==> config.mk <==
export PLATFORM = sky130hd
export DESIGN_NAME = fifo_rd_pack
export DESIGN_NICKNAME = d
export VERILOG_FILES = /design/src/rtl/fifo_pkg.sv /design/src/rtl/pack_outreg.sv /design/src/rtl/fifo_rd_pack.sv
export SDC_FILE = /design/constraint.sdc
export NUM_CORES = 1
export LEC_CHECK = 0
export BUFFER_PORTS_ARGS = -buffer_cell sky130_fd_sc_hd__buf_2
export CAP_MARGIN = 20
export CORE_AREA = 2 2 81 83
export DETAILED_ROUTE_END_ITERATION = 10
export DIE_AREA = 0 0 83 85
export GPL_ROUTABILITY_DRIVEN = 0
export PLACE_DENSITY = 0.81
export SLEW_MARGIN = 10
export SYNTH_ARGS = -nofsm -noshare
export SYNTH_HDL_FRONTEND = slang
export SYNTH_SLANG_ARGS = --single-unit
==> constraint.sdc <==
create_clock -name rclk -period 4.5 [get_ports rclk]
set_input_delay 0.9 -clock rclk [delete_from_list [all_inputs] [get_ports rclk]]
set_output_delay 0.9 -clock rclk [all_outputs]
set_load 0.01 [all_outputs]
==> src/rtl/fifo_pkg.sv <==
// rtl/fifo_pkg.sv - shared FSM encoding and lane-counter sizing for the read-side packer
package fifo_pkg;

  typedef enum logic {
    PACK = 1'b0,
    HOLD = 1'b1
  } state_t;

  // Bits needed to count lanes 0..ratio-1; never narrower than one bit.
  function automatic int cnt_width(input int ratio);
    return (ratio < 2) ? 1 : $clog2(ratio);
  endfunction

endpackage

==> src/rtl/pack_outreg.sv <==
// rtl/pack_outreg.sv - one-beat output register with valid/ready hold
module pack_outreg #(
  parameter int DSIZE = 8,
  parameter int RATIO = 4
) (
  input  logic                   clk,
  input  logic                   rst,
  input  logic                   load,
  input  logic [RATIO*DSIZE-1:0] load_data,
  input  logic [RATIO-1:0]       load_keep,
  input  logic                   ready,
  output logic [RATIO*DSIZE-1:0] data,
  output logic [RATIO-1:0]       keep,
  output logic                   valid
);

  // Load a new beat when offered (the packer only offers when the slot is free or draining);
  // otherwise keep the beat frozen until it is accepted.
  always_ff @(posedge clk or posedge rst) begin
    if (rst) begin
      valid <= 1'b0;
      data  <= '0;
      keep  <= '0;
    end else if (load) begin
      valid <= 1'b1;
      data  <= load_data;
      keep  <= load_keep;
    end else if (ready) begin
      valid <= 1'b0;
    end
  end

endmodule

==> src/rtl/fifo_rd_pack.sv <==
// rtl/fifo_rd_pack.sv - packs RATIO show-ahead FIFO words into one wide beat with flush
module fifo_rd_pack
  import fifo_pkg::*;
#(
  parameter int DSIZE = 8,
  parameter int RATIO = 4
) (
  input  logic                   rclk,
  input  logic                   rrst,
  input  logic [DSIZE-1:0]       rdata,
  input  logic                   rempty,
  output logic                   rinc,
  input  logic                   flush,
  output logic [RATIO*DSIZE-1:0] m_data,
  output logic [RATIO-1:0]       m_keep,
  output logic                   m_valid,
  input  logic                   m_ready
);

  localparam int            CW        = cnt_width(RATIO);
  localparam logic [CW-1:0] LAST_LANE = CW'(RATIO - 1);

  state_t                       state;
  state_t                       state_next;
  logic [CW-1:0]                cnt;
  logic [RATIO-1:0][DSIZE-1:0]  pack_q;
  logic                         flush_pend;

  logic                         blocked;
  logic                         out_free;
  logic                         stall;
  logic                         pop;
  logic                         last_pop;
  logic                         flush_req;
  logic                         flush_xfer;
  logic                         xfer;
  logic [CW:0]                  lanes_written;
  logic [RATIO-1:0][DSIZE-1:0]  beat_data;
  logic [RATIO-1:0]             beat_keep;

  // Pop/transfer decisions and the beat that would be handed to the output register this cycle.
  always_comb begin
    blocked       = m_valid && !m_ready;
    out_free      = !blocked;
    // Stop popping only when the next pop (or a pending flush) would need the busy output slot.
    stall         = blocked && ((cnt == LAST_LANE) || (state == HOLD));
    pop           = !rrst && !rempty && !stall;
    last_pop      = pop && (cnt == LAST_LANE);
    // A flush counts a word popped in the same cycle, so it never produces an empty beat.
    flush_req     = (flush || flush_pend) && ((cnt != '0) || pop);
    flush_xfer    = flush_req && out_free && !last_pop;
    xfer          = last_pop || flush_xfer;
    lanes_written = {1'b0, cnt} + {{CW{1'b0}}, pop};
    beat_data     = pack_q;
    if (pop) begin
      beat_data[cnt] = rdata;
    end
    // Shifting by RATIO empties the shifted mask, which yields all-ones keep for a full beat.
    beat_keep     = ~({RATIO{1'b1}} << lanes_written);
  end

  assign rinc = pop;

  // Next state: HOLD while a wanted transfer is blocked by an unaccepted beat.
  always_comb begin
    state_next = state;
    case (state)
      PACK: begin
        if (blocked && (flush_req || ((cnt == LAST_LANE) && !rempty))) begin
          state_next = HOLD;
        end
      end
      HOLD: begin
        if (m_ready) begin
          state_next = PACK;
        end
      end
      default: state_next = PACK;
    endcase
  end

  // State register.
  always_ff @(posedge rclk or posedge rrst) begin
    if (rrst) begin
      state <= PACK;
    end else begin
      state <= state_next;
    end
  end

  // Packing lanes, lane counter and the remembered flush request.
  always_ff @(posedge rclk or posedge rrst) begin
    if (rrst) begin
      cnt        <= '0;
      pack_q     <= '0;
      flush_pend <= 1'b0;
    end else begin
      flush_pend <= flush_req && !xfer;
      if (xfer) begin
        cnt    <= '0;
        pack_q <= '0;
      end else if (pop) begin
        cnt         <= cnt + CW'(1);
        pack_q[cnt] <= rdata;
      end
    end
  end

  pack_outreg #(
    .DSIZE (DSIZE),
    .RATIO (RATIO)
  ) u_outreg (
    .clk       (rclk),
    .rst       (rrst),
    .load      (xfer),
    .load_data (beat_data),
    .load_keep (beat_keep),
    .ready     (m_ready),
    .data      (m_data),
    .keep      (m_keep),
    .valid     (m_valid)
  );

endmodule

==> qor.txt <==
Clock group share of total power = 0.216
Total power = 2.49 mW
Fraction of layout cells with a size suffix above 1 = 0.233
Synth top area share = 0.614
N_diodes = 0
Sequential share of power = 0.418
Net Sw Power = 0.907 mW
Num CTS Buffers = 9
GRT met2 Usage = 0.263
Clock slew at reported path FFs = 0.07 ns
# hold bufs at CTS = 0
CTS root buf = clkbuf_8
Post-synthesis area per instance = 11.4 sq um
I/O pin count = 51
Max-cap viol count = 0
Worst-margin pin slew = 0.746 ns
Worst slew margin = 0.502
CTS resizes = 0
Synthesized flop and latch total = 73
Initial antenna violation count = 0
Yosys warns = 0
DRT iter0 DRCs = 140
Final Max Slew Viols = 0
GRT busiest layer = met2
Fin crit share = 0.625
Die Area = 0.00706 sq mm
Setup Skew = 0.00848 ns
Drt total wl = 5710 microns
Cells after Synth = 261
LEAKAGE = 1.92 nW
Number of global-route vias before repair = 1,937
Top cells by area, synth = dfrtp_1, mux2i_1, nor2_1
VDD IR max = 0.000431 V
DR pass1 iterations = 4
Die X = 83 microns
Post-CTS Setup Bufs = 0
# setup viols final = 0
Num Clock Sinks = 73
Worst setup SP type = input port
Peak Freq = 0.356 GHz
Internal power = 1.58 mW
Std cell rows = 29
H-tree level count = 3
Grt met1 use = 0.236
WP data required = 3.60 ns
Grt met3 use = 0.0467
Multi-input gate area = 0.00107 sq mm
Commonest cells after routing, fill and taps aside = dfrtp_1, nor2_1, buf_2
DRC errors left = 0
First-pass GRT wire length = 9570 microns
GR Overflow Total = 0
Worst skew pair latency = 0.34 ns
RSZ-0062 raised after global routing = no
Synth cell types = 28
Synthesis-to-layout area growth = 17.5%
Syn_nets = 281
Setup_tns = 0 ns
Core region area = 0.00620 sq mm
Via density per instance = 5.11
Setup Crit Path Kind = in -> out
Status = finished, final reports clean
Clk buf depth = 2
Hold Crit Class = reg -> reg
Commonest non-fill, non-tap cell in the layout = dfrtp_1
Area leader, netlist = dfrtp_1
Synthesized cell area = 0.00298 sq mm
Pwr Density = 713 mW/mm^2
Worst-path fanout max = 5
Port Buffer Count = 50
Fillers = 534
Pin count of the biggest net entering global routing = 53
Final Hold Viols = 0
Switch share = 0.364
Number of vias in the routed layout = 2,018
CP endpoint kind = primary output
Sequential cell area fraction in the yosys report = 0.614
Sequential cell area = 0.00183 sq mm
WL per Instance = 14.5 microns
WP data arrival = 1.91 ns
Die Height = 85 microns
Post-route antenna net violation count = 0
Layout Nets = 333
Final Critical Period = 2.81 ns
Detail Placement HPWL = 3930 microns
Comb pwr share = 0.366
CTS tree = done
Total GRT Usage = 0.172
Starting Density = 0.480
## final timing paths
kind	to	depth (start not counted)	slack (ns)	from
worst min register to register	pack_q[28]$_DFF_PP0_	1	0.51	pack_q[28]$_DFF_PP0_
min in group asynchronous	u_outreg.valid$_DFFE_PP0P_	2	0.71	rrst
worst max register to register	u_outreg.keep[3]$_DFFE_PP0P_	5	2.09	cnt[0]$_DFFE_PP0P_
worst min-delay path	pack_q[28]$_DFF_PP0_	1	0.51	pack_q[28]$_DFF_PP0_
max in group asynchronous	pack_q[7]$_DFF_PP0_	3	2.84	rrst
worst max-delay path	rinc	5	1.69	rempty
## stage by stage
stage	area [sq um]	cells	hold WS [ns]	worst slack, ns	util
floorplan	2980	261	0.464	1.75	-
global placement	3290	379	0.481	1.80	0.531
detailed placement	3290	379	0.486	1.73	0.531
CTS	3500	395	0.510	1.71	0.563
global route	3500	395	0.531	1.57	0.563
finish	3500	395	0.509	1.69	0.563
## metal layers
layer / up-vias / share of wire
li1: 983 / -
met1: 984 / 0.48
met2: 42 / 0.46
met3: 9 / 0.039
met4: 0 / 0.016
met5: - / 0
## flip-flops by register name (all words and copies together) (netlist names)
signal          flops
u_outreg.valid      1
u_outreg.keep       4
pack_q             32
state               1
flush_pend          1
u_outreg.data      32
cnt                 2
## cell type report
cell class | instances | area share
Sequential cell | 73 | 0.523
Multi-Input combinational cell | 169 | 0.306
Timing Repair Buffer | 53 | 0.0780
Clock buffer | 13 | 0.0397
Tap cell | 77 | 0.0276
Clock inverter | 3 | 0.0186
Inverter | 7 | 0.00752
## worst max-delay path, cell delays in order
cell	delay (ns)
buf_2	0.12
nor2_1	0.36
o21ai_1	0.23
inv_1	0.16
buf_2	0.15
## power by group through the flow
stage | Clock, mW | Combinational [mW] | Sequential (mW)
after detailed placement | 0 | 0.922 | 1.05
after global routing | 0.579 | 1.04 | 1.07
final | 0.539 | 0.912 | 1.04
after CTS | 0.550 | 0.924 | 1.04
after floorplan | 0 | 0.563 | 1.12
after global placement | 0 | 0.889 | 1.05
## cells by family (layout without fill, tap and decap cells)
| logic type | count (synthesis) | count (layout) | synth area share |
|---|---|---|---|
| mux | 34 | 34 | 0.115 |
| buf+inv | 19 | 76 | 0.0303 |
| fa+ha+maj | 7 | 7 | 0.0294 |
| simple gates | 80 | 80 | 0.115 |
| compound gates | 48 | 48 | 0.0967 |
| flops | 73 | 73 | 0.614 |
## cell usage after synthesis
| cell | number |
|---|---|
| dfrtp_1 | 73 |
| nor2_1 | 63 |
| a21oi_1 | 35 |
| mux2i_1 | 33 |
| buf_2 | 9 |
| nor2b_1 | 9 |
| ha_1 | 7 |
| inv_1 | 7 |
| o211ai_2 | 3 |
| buf_4 | 2 |
| o21ai_0 | 2 |
| or2_2 | 2 |
| a211oi_1 | 1 |
| a21o_1 | 1 |
| a21oi_2 | 1 |
| a221oi_2 | 1 |
| clkbuf_1 | 1 |
| mux2_2 | 1 |
| nand2_1 | 1 |
| nand2b_1 | 1 |
| nand3_1 | 1 |
| nand3b_1 | 1 |
| nor3_1 | 1 |
| o211ai_1 | 1 |
| o21ai_1 | 1 |
| o22ai_1 | 1 |
| o31ai_1 | 1 |
| or3b_1 | 1 |
Power figures use the tool's default switching activity.
